File: config.mk
export PLATFORM = sky130hd
export DESIGN_NAME = ins_exec_rv32i_ctrl_xfer_flat
export DESIGN_NICKNAME = d
export VERILOG_FILES = /design/src/rtl/ins_exec_rv32i_ctrl_xfer_pkg.sv /design/src/rtl/ins_exec_rv32i_ctrl_xfer_if.sv /design/src/rtl/ins_exec_rv32i_ctrl_xfer_branch_cmp.sv /design/src/rtl/ins_exec_rv32i_ctrl_xfer.sv /design/src/flat_wrapper.sv
export SDC_FILE = /design/constraint.sdc
export NUM_CORES = 1
export LEC_CHECK = 0
export ABC_AREA = 0
export CAP_MARGIN = 20
export CORE_MARGIN = 2
export CORE_UTILIZATION = 54
export CTS_CLUSTER_DIAMETER = 30
export DETAILED_ROUTE_END_ITERATION = 8
export PLACE_DENSITY = 0.95
export SYNTH_ARGS = -nofsm -noshare
export SYNTH_HDL_FRONTEND = slang
export SYNTH_SLANG_ARGS = --single-unit
File: constraint.sdc
create_clock -name clk -period 6.5 [get_ports clk]
set_clock_uncertainty 0.15 [all_clocks]
set_input_delay 1.3 -clock clk [delete_from_list [all_inputs] [get_ports clk]]
set_output_delay 1.3 -clock clk [all_outputs]
set_load 0.05 [all_outputs]
File: src/rtl/ins_exec_rv32i_ctrl_xfer_pkg.sv
`default_nettype none
// ============================================================================
//  Module   : rv32i_pkg
//  Brief    : Opcode/funct3 constants and the registered control-transfer
//             result record shared by the execute-stage control-transfer unit.
//  Revision : 1.0  initial release
// ============================================================================
package rv32i_pkg;

    // Widest supported datapath; narrower XLEN uses the low bits of each field.
    localparam int c_XLEN_MAX = 64;

    localparam logic [6:0] OP_JAL    = 7'b1101111;
    localparam logic [6:0] OP_JALR   = 7'b1100111;
    localparam logic [6:0] OP_BRANCH = 7'b1100011;

    localparam logic [2:0] F3_BEQ  = 3'b000;
    localparam logic [2:0] F3_BNE  = 3'b001;
    localparam logic [2:0] F3_BLT  = 3'b100;
    localparam logic [2:0] F3_BGE  = 3'b101;
    localparam logic [2:0] F3_BLTU = 3'b110;
    localparam logic [2:0] F3_BGEU = 3'b111;

    typedef struct packed {
        logic                  pc_w_op;
        logic [c_XLEN_MAX-1:0] pc_w_val;
        logic                  w_op;
        logic [4:0]            w_idx;
        logic [c_XLEN_MAX-1:0] w_val;
        logic                  exc_mis;
        logic                  exc_ill;
        logic [c_XLEN_MAX-1:0] tval;
    } ctrl_xfer_res_t;

endpackage : rv32i_pkg
`default_nettype wire

File: src/rtl/ins_exec_rv32i_ctrl_xfer_if.sv
`default_nettype none
// ============================================================================
//  Module   : ins_exec_rv32i_ctrl_xfer_if
//  Brief    : Request/result bundle between register-read, the control-transfer
//             unit and the PC / register-file write ports.
//  Revision : 1.0  initial release
// ============================================================================
interface ins_exec_rv32i_ctrl_xfer_if #(
    parameter int XLEN = 32
);
    logic            in_valid;
    logic            in_ready;
    logic [6:0]      ins_dec_op;
    logic [2:0]      ins_dec_funct3;
    logic [XLEN-1:0] reg_rs1_val;
    logic [XLEN-1:0] reg_rs2_val;
    logic [XLEN-1:0] reg_pc_val;
    logic [4:0]      reg_rd;
    logic [XLEN-1:0] imm_ext_ext;

    logic            out_valid;
    logic            out_ready;
    logic            reg_pc_w_op;
    logic [XLEN-1:0] reg_pc_w_val;
    logic            reg_w_op;
    logic [4:0]      reg_w_reg_idx;
    logic [XLEN-1:0] reg_w_reg_val;
    logic            exc_misaligned;
    logic            exc_illegal;
    logic [XLEN-1:0] exc_tval;

    modport master (
        output in_valid, ins_dec_op, ins_dec_funct3, reg_rs1_val, reg_rs2_val,
               reg_pc_val, reg_rd, imm_ext_ext, out_ready,
        input  in_ready, out_valid, reg_pc_w_op, reg_pc_w_val, reg_w_op,
               reg_w_reg_idx, reg_w_reg_val, exc_misaligned, exc_illegal, exc_tval
    );

    modport slave (
        input  in_valid, ins_dec_op, ins_dec_funct3, reg_rs1_val, reg_rs2_val,
               reg_pc_val, reg_rd, imm_ext_ext, out_ready,
        output in_ready, out_valid, reg_pc_w_op, reg_pc_w_val, reg_w_op,
               reg_w_reg_idx, reg_w_reg_val, exc_misaligned, exc_illegal, exc_tval
    );

endinterface : ins_exec_rv32i_ctrl_xfer_if
`default_nettype wire

File: src/rtl/ins_exec_rv32i_ctrl_xfer_branch_cmp.sv
`default_nettype none
// ============================================================================
//  Module   : ctrl_xfer_branch_cmp
//  Brief    : Combinational RV32I branch condition evaluator (taken / illegal).
//  Revision : 1.0  initial release
// ============================================================================
module ctrl_xfer_branch_cmp
    import rv32i_pkg::*;
#(
    parameter int XLEN = 32
) (
    input  wire logic [2:0]      i_funct3,
    input  wire logic [XLEN-1:0] i_rs1,
    input  wire logic [XLEN-1:0] i_rs2,
    output logic                 o_taken,
    output logic                 o_illegal
);

    always_comb begin
        o_taken   = 1'b0;
        o_illegal = 1'b0;
        case (i_funct3)
            F3_BEQ:  o_taken = (i_rs1 == i_rs2);
            F3_BNE:  o_taken = (i_rs1 != i_rs2);
            F3_BLT:  o_taken = ($signed(i_rs1) <  $signed(i_rs2));
            F3_BGE:  o_taken = ($signed(i_rs1) >= $signed(i_rs2));
            F3_BLTU: o_taken = (i_rs1 <  i_rs2);
            F3_BGEU: o_taken = (i_rs1 >= i_rs2);
            default: o_illegal = 1'b1;
        endcase
    end

endmodule : ctrl_xfer_branch_cmp
`default_nettype wire

File: src/rtl/ins_exec_rv32i_ctrl_xfer.sv
`default_nettype none
// ============================================================================
//  Module   : ins_exec_rv32i_ctrl_xfer
//  Brief    : Registered JAL/JALR/branch execution with one-entry result
//             buffer, misalignment/illegal detection and taken counter.
//  Revision : 1.0  initial release
// ============================================================================
module ins_exec_rv32i_ctrl_xfer
    import rv32i_pkg::*;
#(
    parameter int XLEN    = 32,
    parameter int ALLOW_C = 0,
    parameter int CNT_W   = 32
) (
    input  wire logic                 clk,
    input  wire logic                 rst,
    input  wire logic                 flush,
    ins_exec_rv32i_ctrl_xfer_if.slave bus,
    output logic [CNT_W-1:0]          taken_cnt
);

    localparam logic [0:0] c_ST_EMPTY = 1'b0;
    localparam logic [0:0] c_ST_FULL  = 1'b1;

    logic [0:0]      r_state;
    logic [0:0]      w_state_nxt;
    logic            w_out_valid;
    logic            w_accept;
    logic            w_drain;

    ctrl_xfer_res_t  w_res;
    ctrl_xfer_res_t  r_res;
    logic [CNT_W-1:0] r_taken_cnt;

    logic            w_cmp_taken;
    logic            w_cmp_illegal;
    logic            w_is_jal;
    logic            w_is_jalr;
    logic            w_is_branch;
    logic            w_taken;
    logic            w_mis_bit;
    logic [XLEN-1:0] w_pc_tgt;
    logic [XLEN-1:0] w_jalr_tgt;
    logic [XLEN-1:0] w_target;
    logic [XLEN-1:0] w_link;

    // ------------------------------------------------------------------ handshake
    assign bus.in_ready = !w_out_valid || bus.out_ready;
    assign w_accept     = bus.in_valid && bus.in_ready && !flush;
    assign w_drain      = w_out_valid && bus.out_ready;

    // ------------------------------------------------------------------ FSM
    always_ff @(posedge clk) begin
        if (rst) begin
            r_state <= c_ST_EMPTY;
        end else begin
            r_state <= w_state_nxt;
        end
    end

    always_comb begin
        w_state_nxt = r_state;
        case (r_state)
            c_ST_EMPTY: begin
                if (w_accept) w_state_nxt = c_ST_FULL;
            end
            c_ST_FULL: begin
                if (flush)                    w_state_nxt = c_ST_EMPTY;
                else if (w_accept)            w_state_nxt = c_ST_FULL;
                else if (w_drain)             w_state_nxt = c_ST_EMPTY;
            end
            default: w_state_nxt = c_ST_EMPTY;
        endcase
    end

    always_comb begin
        w_out_valid = (r_state == c_ST_FULL);
    end

    assign bus.out_valid = w_out_valid;

    // ------------------------------------------------------------------ decode
    ctrl_xfer_branch_cmp #(
        .XLEN (XLEN)
    ) u_branch_cmp (
        .i_funct3  (bus.ins_dec_funct3),
        .i_rs1     (bus.reg_rs1_val),
        .i_rs2     (bus.reg_rs2_val),
        .o_taken   (w_cmp_taken),
        .o_illegal (w_cmp_illegal)
    );

    assign w_is_jal    = (bus.ins_dec_op == OP_JAL);
    assign w_is_jalr   = (bus.ins_dec_op == OP_JALR) && (bus.ins_dec_funct3 == 3'b000);
    assign w_is_branch = (bus.ins_dec_op == OP_BRANCH) && !w_cmp_illegal;

    assign w_pc_tgt   = bus.reg_pc_val + bus.imm_ext_ext;
    assign w_jalr_tgt = (bus.reg_rs1_val + bus.imm_ext_ext) & ~XLEN'(1);
    assign w_target   = w_is_jalr ? w_jalr_tgt : w_pc_tgt;
    // Link is taken from the instruction PC, so rd==rs1 cannot corrupt it.
    assign w_link     = bus.reg_pc_val + XLEN'(4);

    assign w_taken = w_is_jal || w_is_jalr || (w_is_branch && w_cmp_taken);

    generate
        if (ALLOW_C != 0) begin : g_align_half
            assign w_mis_bit = w_target[0];
        end else begin : g_align_word
            assign w_mis_bit = w_target[1];
        end
    endgenerate

    always_comb begin
        w_res = '0;
        if (!(w_is_jal || w_is_jalr || w_is_branch)) begin
            w_res.exc_ill = 1'b1;
        end else if (w_taken && w_mis_bit) begin
            w_res.exc_mis = 1'b1;
            w_res.tval    = c_XLEN_MAX'(w_target);
        end else begin
            w_res.pc_w_op  = w_taken;
            w_res.pc_w_val = w_taken ? c_XLEN_MAX'(w_target) : '0;
            if (w_is_jal || w_is_jalr) begin
                w_res.w_op  = (bus.reg_rd != 5'd0);
                w_res.w_idx = bus.reg_rd;
                w_res.w_val = c_XLEN_MAX'(w_link);
            end
        end
    end

    // ------------------------------------------------------------------ result register
    always_ff @(posedge clk) begin
        if (rst || flush) begin
            r_res <= '0;
        end else if (w_accept) begin
            r_res <= w_res;
        end
    end

    assign bus.reg_pc_w_op    = r_res.pc_w_op;
    assign bus.reg_pc_w_val   = r_res.pc_w_val[XLEN-1:0];
    assign bus.reg_w_op       = r_res.w_op;
    assign bus.reg_w_reg_idx  = r_res.w_idx;
    assign bus.reg_w_reg_val  = r_res.w_val[XLEN-1:0];
    assign bus.exc_misaligned = r_res.exc_mis;
    assign bus.exc_illegal    = r_res.exc_ill;
    assign bus.exc_tval       = r_res.tval[XLEN-1:0];

    generate
        if (XLEN < c_XLEN_MAX) begin : g_hi_sink
            logic w_unused_hi;
            assign w_unused_hi = ^{r_res.pc_w_val[c_XLEN_MAX-1:XLEN],
                                   r_res.w_val[c_XLEN_MAX-1:XLEN],
                                   r_res.tval[c_XLEN_MAX-1:XLEN]};
        end
    endgenerate

    // ------------------------------------------------------------------ taken counter
    // A flush kills the held result, so a same-cycle handshake does not retire it.
    always_ff @(posedge clk) begin
        if (rst) begin
            r_taken_cnt <= '0;
        end else if (w_drain && !flush && r_res.pc_w_op && (r_taken_cnt != '1)) begin
            r_taken_cnt <= r_taken_cnt + CNT_W'(1);
        end
    end

    assign taken_cnt = r_taken_cnt;

endmodule : ins_exec_rv32i_ctrl_xfer
`default_nettype wire

File: src/flat_wrapper.sv
// flat-port wrapper written by rule: the top's interface ports become plain ports
module ins_exec_rv32i_ctrl_xfer_flat import rv32i_pkg::*;
#(
    parameter int XLEN    = 32,
    parameter int ALLOW_C = 0,
    parameter int CNT_W   = 32
)
  (clk, rst, flush, taken_cnt, bus_in_valid, bus_ins_dec_op, bus_ins_dec_funct3, bus_reg_rs1_val, bus_reg_rs2_val, bus_reg_pc_val, bus_reg_rd, bus_imm_ext_ext, bus_out_ready, bus_in_ready, bus_out_valid, bus_reg_pc_w_op, bus_reg_pc_w_val, bus_reg_w_op, bus_reg_w_reg_idx, bus_reg_w_reg_val, bus_exc_misaligned, bus_exc_illegal, bus_exc_tval);
  ins_exec_rv32i_ctrl_xfer_if #(.XLEN(XLEN)) bus_i ();
  input  wire logic clk;
  input  wire logic rst;
  input  wire logic flush;
  output logic [CNT_W-1:0] taken_cnt;
  input wire logic [$bits(bus_i.in_valid)-1:0] bus_in_valid;
  input wire logic [$bits(bus_i.ins_dec_op)-1:0] bus_ins_dec_op;
  input wire logic [$bits(bus_i.ins_dec_funct3)-1:0] bus_ins_dec_funct3;
  input wire logic [$bits(bus_i.reg_rs1_val)-1:0] bus_reg_rs1_val;
  input wire logic [$bits(bus_i.reg_rs2_val)-1:0] bus_reg_rs2_val;
  input wire logic [$bits(bus_i.reg_pc_val)-1:0] bus_reg_pc_val;
  input wire logic [$bits(bus_i.reg_rd)-1:0] bus_reg_rd;
  input wire logic [$bits(bus_i.imm_ext_ext)-1:0] bus_imm_ext_ext;
  input wire logic [$bits(bus_i.out_ready)-1:0] bus_out_ready;
  output wire logic [$bits(bus_i.in_ready)-1:0] bus_in_ready;
  output wire logic [$bits(bus_i.out_valid)-1:0] bus_out_valid;
  output wire logic [$bits(bus_i.reg_pc_w_op)-1:0] bus_reg_pc_w_op;
  output wire logic [$bits(bus_i.reg_pc_w_val)-1:0] bus_reg_pc_w_val;
  output wire logic [$bits(bus_i.reg_w_op)-1:0] bus_reg_w_op;
  output wire logic [$bits(bus_i.reg_w_reg_idx)-1:0] bus_reg_w_reg_idx;
  output wire logic [$bits(bus_i.reg_w_reg_val)-1:0] bus_reg_w_reg_val;
  output wire logic [$bits(bus_i.exc_misaligned)-1:0] bus_exc_misaligned;
  output wire logic [$bits(bus_i.exc_illegal)-1:0] bus_exc_illegal;
  output wire logic [$bits(bus_i.exc_tval)-1:0] bus_exc_tval;
  assign bus_i.in_valid = bus_in_valid;
  assign bus_i.ins_dec_op = bus_ins_dec_op;
  assign bus_i.ins_dec_funct3 = bus_ins_dec_funct3;
  assign bus_i.reg_rs1_val = bus_reg_rs1_val;
  assign bus_i.reg_rs2_val = bus_reg_rs2_val;
  assign bus_i.reg_pc_val = bus_reg_pc_val;
  assign bus_i.reg_rd = bus_reg_rd;
  assign bus_i.imm_ext_ext = bus_imm_ext_ext;
  assign bus_i.out_ready = bus_out_ready;
  assign bus_in_ready = bus_i.in_ready;
  assign bus_out_valid = bus_i.out_valid;
  assign bus_reg_pc_w_op = bus_i.reg_pc_w_op;
  assign bus_reg_pc_w_val = bus_i.reg_pc_w_val;
  assign bus_reg_w_op = bus_i.reg_w_op;
  assign bus_reg_w_reg_idx = bus_i.reg_w_reg_idx;
  assign bus_reg_w_reg_val = bus_i.reg_w_reg_val;
  assign bus_exc_misaligned = bus_i.exc_misaligned;
  assign bus_exc_illegal = bus_i.exc_illegal;
  assign bus_exc_tval = bus_i.exc_tval;
  ins_exec_rv32i_ctrl_xfer #(.XLEN(XLEN), .ALLOW_C(ALLOW_C), .CNT_W(CNT_W)) u_core (.clk(clk), .rst(rst), .flush(flush), .bus(bus_i), .taken_cnt(taken_cnt));
endmodule
* After elaboration in Yosys (flattened, before gate mapping)
Cells that the tools add are included.
** Storage, ports and cells
- Input bits :: 148
- Bits in registers :: 138
- Logic and storage cells :: 65
** Operators by class
- $lt $le $gt $ge :: 4
- Add/subtract/negate cells :: 4
- Eq/ne operators :: 11
- Reductions and logical operators :: 20
- Mux-type cells :: 15
- Bitwise logic cells :: 1
** Operators by type and width (number)
- 2-to-1 mux 136 bit :: 1
- 2-to-1 mux 135 bit :: 1
- 2-to-1 mux 32 bit :: 4
- 2-to-1 mux 70 bit :: 1
- adder 32 bit :: 2
- greater-or-equal comparator 32 bit :: 2
- less-than comparator 32 bit :: 2
- adder 32 x 1 -> 32 bit, second input constant :: 1
- adder 32 x 3 -> 32 bit, second input constant :: 1
- == test 32 bit :: 1
- != test 32 bit :: 1
- != test 32 bit, second input constant :: 1
- == test 7 bit, second input constant :: 3
- == test 3 bit, second input constant :: 4
- logical AND 1 bit :: 10
- 2-to-1 mux 1 bit :: 6
- one-hot mux 1 bit (6 select lines) :: 1
- OR reduction 6 bit :: 1
- logical OR 1 bit :: 5
- nonzero test 5 bit :: 1
- == test 3 x 1 -> 1 bit, second input constant :: 1
- logical NOT 3 bit :: 1
- logical NOT 1 bit :: 2
- one-hot mux 1 bit (2 select lines) :: 1
- NOT 1 bit :: 1

* Depth between registers and ports, before layout
- Word-level depth :: 8
- Mapped depth :: 13

* Modules after synthesis
A second synthesis with hierarchy kept.
** Second synthesis, totals
- Cell total of the unflattened synthesis :: 1289
- Area, all modules :: 10189.8 µm²
** Modules (own cells, without submodules)
- ins_exec_rv32i_ctrl_xfer :: area an instance 9260.1 µm², seq. area each 2742.6 µm², times used 1, cells each 1160
- ctrl_xfer_branch_cmp :: area an instance 929.6 µm², seq. area each 0.0 µm², times used 1, cells each 129

* Worst setup path after synthesis
No wires, ideal clock.
- Path kind :: in2reg
- Start point :: input bus_imm_ext_ext[0]
- End point :: register u_core.r_res, in the netlist u_core.bus.exc_tval[26]
- Slack :: 2.609 ns
- Stages on the path :: 11
- Arrival :: 3.624 ns
- Path buffers :: 0
- Cells stage by stage :: ha_1 fa_1 a211oi_1 o21ai_1 nand2_1 o221ai_4 a2111oi_4 o21a_2 o211a_1 a211oi_2 a32o_1
** On the way
- Cells in the longest elaborated chain, start to end :: 5
- Elaborated cells between the ends (all ways) :: 6
- Those cells by class :: 2 x add/sub; 3 x mux; 1 x reduce/logical
** Ends and longest elaborated chain
- start: declaration :: line flat_wrapper.sv:21 : input wire logic [$bits(bus_i.imm_ext_ext)-1:0] bus_imm_ext_ext;
- adder 32 bit (on tied branches) :: line ins_exec_rv32i_ctrl_xfer.sv:97, ins_exec_rv32i_ctrl_xfer.sv:98
- 2-to-1 mux 32 bit * :: line ins_exec_rv32i_ctrl_xfer.sv:99 : assign w_target = w_is_jalr ? w_jalr_tgt : w_pc_tgt;
- logical AND 1 bit :: line ins_exec_rv32i_ctrl_xfer.sv:117 : end else if (w_taken && w_mis_bit) begin
- 2-to-1 mux 32 bit * :: line ins_exec_rv32i_ctrl_xfer.sv:117
- 2-to-1 mux 32 bit * :: line ins_exec_rv32i_ctrl_xfer.sv:115 : if (!(w_is_jal || w_is_jalr || w_is_branch)) begin
- end signal: assignment :: line ins_exec_rv32i_ctrl_xfer.sv:136 : r_res <= w_res;
- end: declaration :: line ins_exec_rv32i_ctrl_xfer.sv:32 : ctrl_xfer_res_t r_res;
Mark *: on every way between the ends. The rest lies on a longest branch, timed or not.
A chain may end at the register's enable or synchronous reset.

* Worst setup path after layout
- Start point :: input bus_reg_rs1_val[31]
- End point :: register u_core.r_res, in the netlist u_core.bus.reg_pc_w_val[28]
** On the way
- Cells in the longest elaborated chain, start to end :: 7
- Elaborated cells between the ends (all ways) :: 13
- Those cells by class :: 4 x order compare; 2 x eq/ne; 4 x mux; 3 x reduce/logical
** Ends and longest elaborated chain
- start: declaration :: line flat_wrapper.sv:17 : input wire logic [$bits(bus_i.reg_rs1_val)-1:0] bus_reg_rs1_val;
- greater-or-equal comparator 32 bit (tied with other cells) :: line ins_exec_rv32i_ctrl_xfer_branch_cmp.sv:28 : F3_BGEU: o_taken = (i_rs1 >= i_rs2);
- one-hot mux 1 bit (6 select lines) * :: line ins_exec_rv32i_ctrl_xfer_branch_cmp.sv:22 : case (i_funct3)
- logical AND 1 bit * :: line ins_exec_rv32i_ctrl_xfer.sv:103 : assign w_taken = w_is_jal || w_is_jalr || (w_is_branch && w_cmp_taken);
- logical OR 1 bit * :: line ins_exec_rv32i_ctrl_xfer.sv:103
- 2-to-1 mux 32 bit or logical AND 1 bit (tied branches) :: line ins_exec_rv32i_ctrl_xfer.sv:122, ins_exec_rv32i_ctrl_xfer.sv:117
- 2-to-1 mux 135 bit * :: line ins_exec_rv32i_ctrl_xfer.sv:117
- 2-to-1 mux 136 bit * :: line ins_exec_rv32i_ctrl_xfer.sv:115
Marks and branches as above.

==> results.cfg <==
[run_status]
status = finished, final reports clean

[timing]
finalMaxSlewViolations = 0
fmax_mhz = 229.1
rsz0062_at_grt = false
hold_ws_ns = 0.3056
worst_slack_ns = 2.135
period_needed_ns = 4.365
maxSlewHeadroom_pct = 26.27
setup-tns-final_ns = 0
setup_viol = 0
report.final.hold_viol_count = 0
period_share_pct = 67.15
worstMarginPinSlew_ns = 1.106

[layout]
num_antenna_cells = 0
drive_gt1_share_pct = 8.180
finalNonFillerCells = 1842
postLayoutCoreUtil_pct = 72.96
area_growth_pct = 33.21
final_nets = 1809
n_fill_cell = 1441
post-route-cell-area_mm2 = 0.01415

[placed_design]
place_area_mm2 = 0.01355
port_buffers = 285
pre_cts_ws_ns = 1.697
gp_congestion = 0.9772
hpwl_mm = 27.81
dpl.cell_count = 1809

[clocking]
post_cts_buffers = 0
cts_sinks = 137
post_cts_resized = 0
cts.path.max_buffers = 2
h-tree-depth = 4
clkTransAtPathRegs_ns = 0.06
insertion_delay_ns = 0.42
cts_made_buffers = 17
cts_tree = done
hold_buffers = 0
root_buffer = clkbuf_16

[floorplan]
die_area_mm2 = 0.02081
die_w_um = 144.3
core_mm2 = 0.01940
ios = 287
rows = 51
start_util_pct = 54.77
chipHeight_um = 144.3

[global_routing]
grt_max_degree = 94
grt_usage_pct = 33.66
grt_pass1_wl_mm = 55.31
antenna_found_initial = 0
grt_pass1_vias = 10733
overflow = 0

[synthesis]
synth.cell_area_mm2 = 0.01062
async_flop_share_pct = 0
synth-main-ff-cell = dfxtp_1
ys_types = 88
yosysWarnings = 0
synth_seq_cells = 137
yosysSeqAreaShare_pct = 25.82
syn_avg_cell_area_um2 = 8.110
synthesis.nets = 1555
synth_cells = 1310
synth_edf_count = 0

[pwr]
ir_drop_uv = 175.0
p_total_mw = 2.499
power.density_mw_per_mm2 = 176.6
leakagePower_nw = 5.321

[critical_path]
crit_required_ns = 6.66
critPathMaxFanout = 28
critPathArrivalTime_ns = 4.52
start_kind = input port
slowest_stage = clkdlybuf4s50_1
criticalPathCategory = input port to register
path_cells = clkdlybuf4s50_1 -> ha_1 -> nand4_1 -> nor4_2 -> nand2_1 -> mux2i_1 -> a22oi_1 -> a211oi_4 -> buf_4 -> and2_1 -> a32o_1
critPathMaxStageDelay_ns = 0.50
endpoint_kind = register

[route]
vias = 11320
wl_mm = 35.70
avgViaCountPerCell = 6.145
wire_per_inst_um = 19.38
ant_nets = 0
drc = 0
drtPass1Iterations = 6
dr.first_iter.drc_count = 826

[flow_run]
maxCapViolations = 0

[worst_hold_path]
hp-class = register to register
area by class of cell:
| cell class | instances | area (um2) | area share (%) |
|---|---|---|---|
| clock buffers | 19 | 452.9 | 3.200 |
| clock inverters | 13 | 142.6 | 1.008 |
| inverters | 56 | 210.2 | 1.485 |
| multi-input cells | 1059 | 7360 | 52.00 |
| flip-flops and latches | 137 | 2743 | 19.38 |
| well taps | 265 | 331.6 | 2.343 |
| repair buffers | 293 | 2913 | 20.58 |
cells in the final DEF (no fill, tap or decap), drive strengths merged, types with 19 or more instances in the layout:
master / count
nor2: 159
a21oi: 114
ha: 95
a22oi: 67
nand3: 49
o21ai: 61
nand2b: 20
inv: 60
nand4: 29
xor2: 54
nand2: 113
clkbuf: 19
clkdlybuf4s50: 285
o211ai: 24
and3: 21
xnor2: 43
dfxtp: 137
sequential cells by signal (all words and copies together) (netlist names):
signal,count
u_core.bus.out_valid,1
u_core.bus.reg_w_op,1
u_core.bus.reg_w_reg_idx,5
u_core.bus.reg_w_reg_val,32
u_core.bus.exc_misaligned,1
u_core.bus.reg_pc_w_val,31
u_core.bus.exc_illegal,1
u_core.bus.exc_tval,32
u_core.bus.reg_pc_w_op,1
u_core.taken_cnt,32
Yosys cell counts (8+ instances only):
cell        n  share of area [%]
o211ai_1   19                1.3
a32o_1      8               0.75
mux2i_1     9               0.85
nand2b_1   20                1.2
and2_1      9               0.53
nor2_2      8               0.47
a21oi_1   106                5.0
a21o_1     14               0.99
nor2b_1    11               0.65
a22oi_1    36                2.5
o21ai_0    49                2.3
o21ai_1    12               0.57
xnor2_1    43                3.5
ha_1       95                 11
and3_1     21                1.2
nand2_1   111                3.9
a31oi_1    16               0.94
a21oi_2     8               0.66
a22oi_2    31                3.7
o21bai_1    8               0.57
nor2_1    150                5.3
nand3_1    48                2.3
or3_1      10               0.59
xor2_1     54                4.5
clkbuf_1   30                1.1
inv_1      56                2.0
nor3_1     14               0.66
nand4_1    28                1.6
dfxtp_1   137                 26
and4_1      8               0.66
a211oi_1   11               0.78
buf_2      14               0.66
final timing paths:
path	from	end	slack, ns	depth (start not counted)
setup / recovery	bus_reg_rs1_val[31]	u_core.bus.reg_pc_w_val[28]$_SDFFE_PP0P_	2.14	11
hold / removal	u_core.bus.reg_pc_w_val[9]$_SDFFE_PP0P_	u_core.bus.reg_pc_w_val[9]$_SDFFE_PP0P_	0.31	2
setup reg to reg	u_core.taken_cnt[6]$_SDFFE_PP0P_	u_core.taken_cnt[18]$_SDFFE_PP0P_	3.76	9
hold reg to reg	u_core.bus.reg_pc_w_val[9]$_SDFFE_PP0P_	u_core.bus.reg_pc_w_val[9]$_SDFFE_PP0P_	0.31	2
kinds of logic (layout without fill, tap and decap cells):
family / after synthesis / after routing / synth area share (%)
DFF: 137 / 137 / 25.82
muxes: 9 / 9 / 0.8480
buffers and inverters: 114 / 381 / 5.111
other: 1 / 1 / 0.03530
xor gates and xnor gates: 97 / 97 / 7.997
adders and majority gates: 97 / 97 / 11.57
AOI/OAI and AO/OA: 386 / 386 / 26.91
and+or+nand+nor: 469 / 469 / 21.72
critical path, delay by kind of cell:
kind	cells	cell delay [ns]
adders and majority gates	1	0.41
AOI/OAI and AO/OA	3	0.82
buffers and inverters	2	0.77
muxes	1	0.15
and+or+nand+nor	4	1.06
power breakdown:
| part | leakage, nW | switching [mW] | internal, mW | total (mW) |
|---|---|---|---|---|
| sequential | 1.10 | 0.000563 | 0.840 | 0.841 |
| clock | 0.291 | 0.386 | 0.589 | 0.975 |
| combinational | 3.93 | 0.403 | 0.280 | 0.683 |
| total | 5.32 | 0.789 | 1.71 | 2.50 |
routing by layer:
layer	share of wire [%]	up-vias	global-route usage, %
li1	-	5291	-
met1	40	5303	42.62
met3	9.8	82	5.960
met2	47	644	57.22
met5	0	-	0
met4	3.2	0	12.77
No activity file was read; power rests on OpenSTA's default activity.
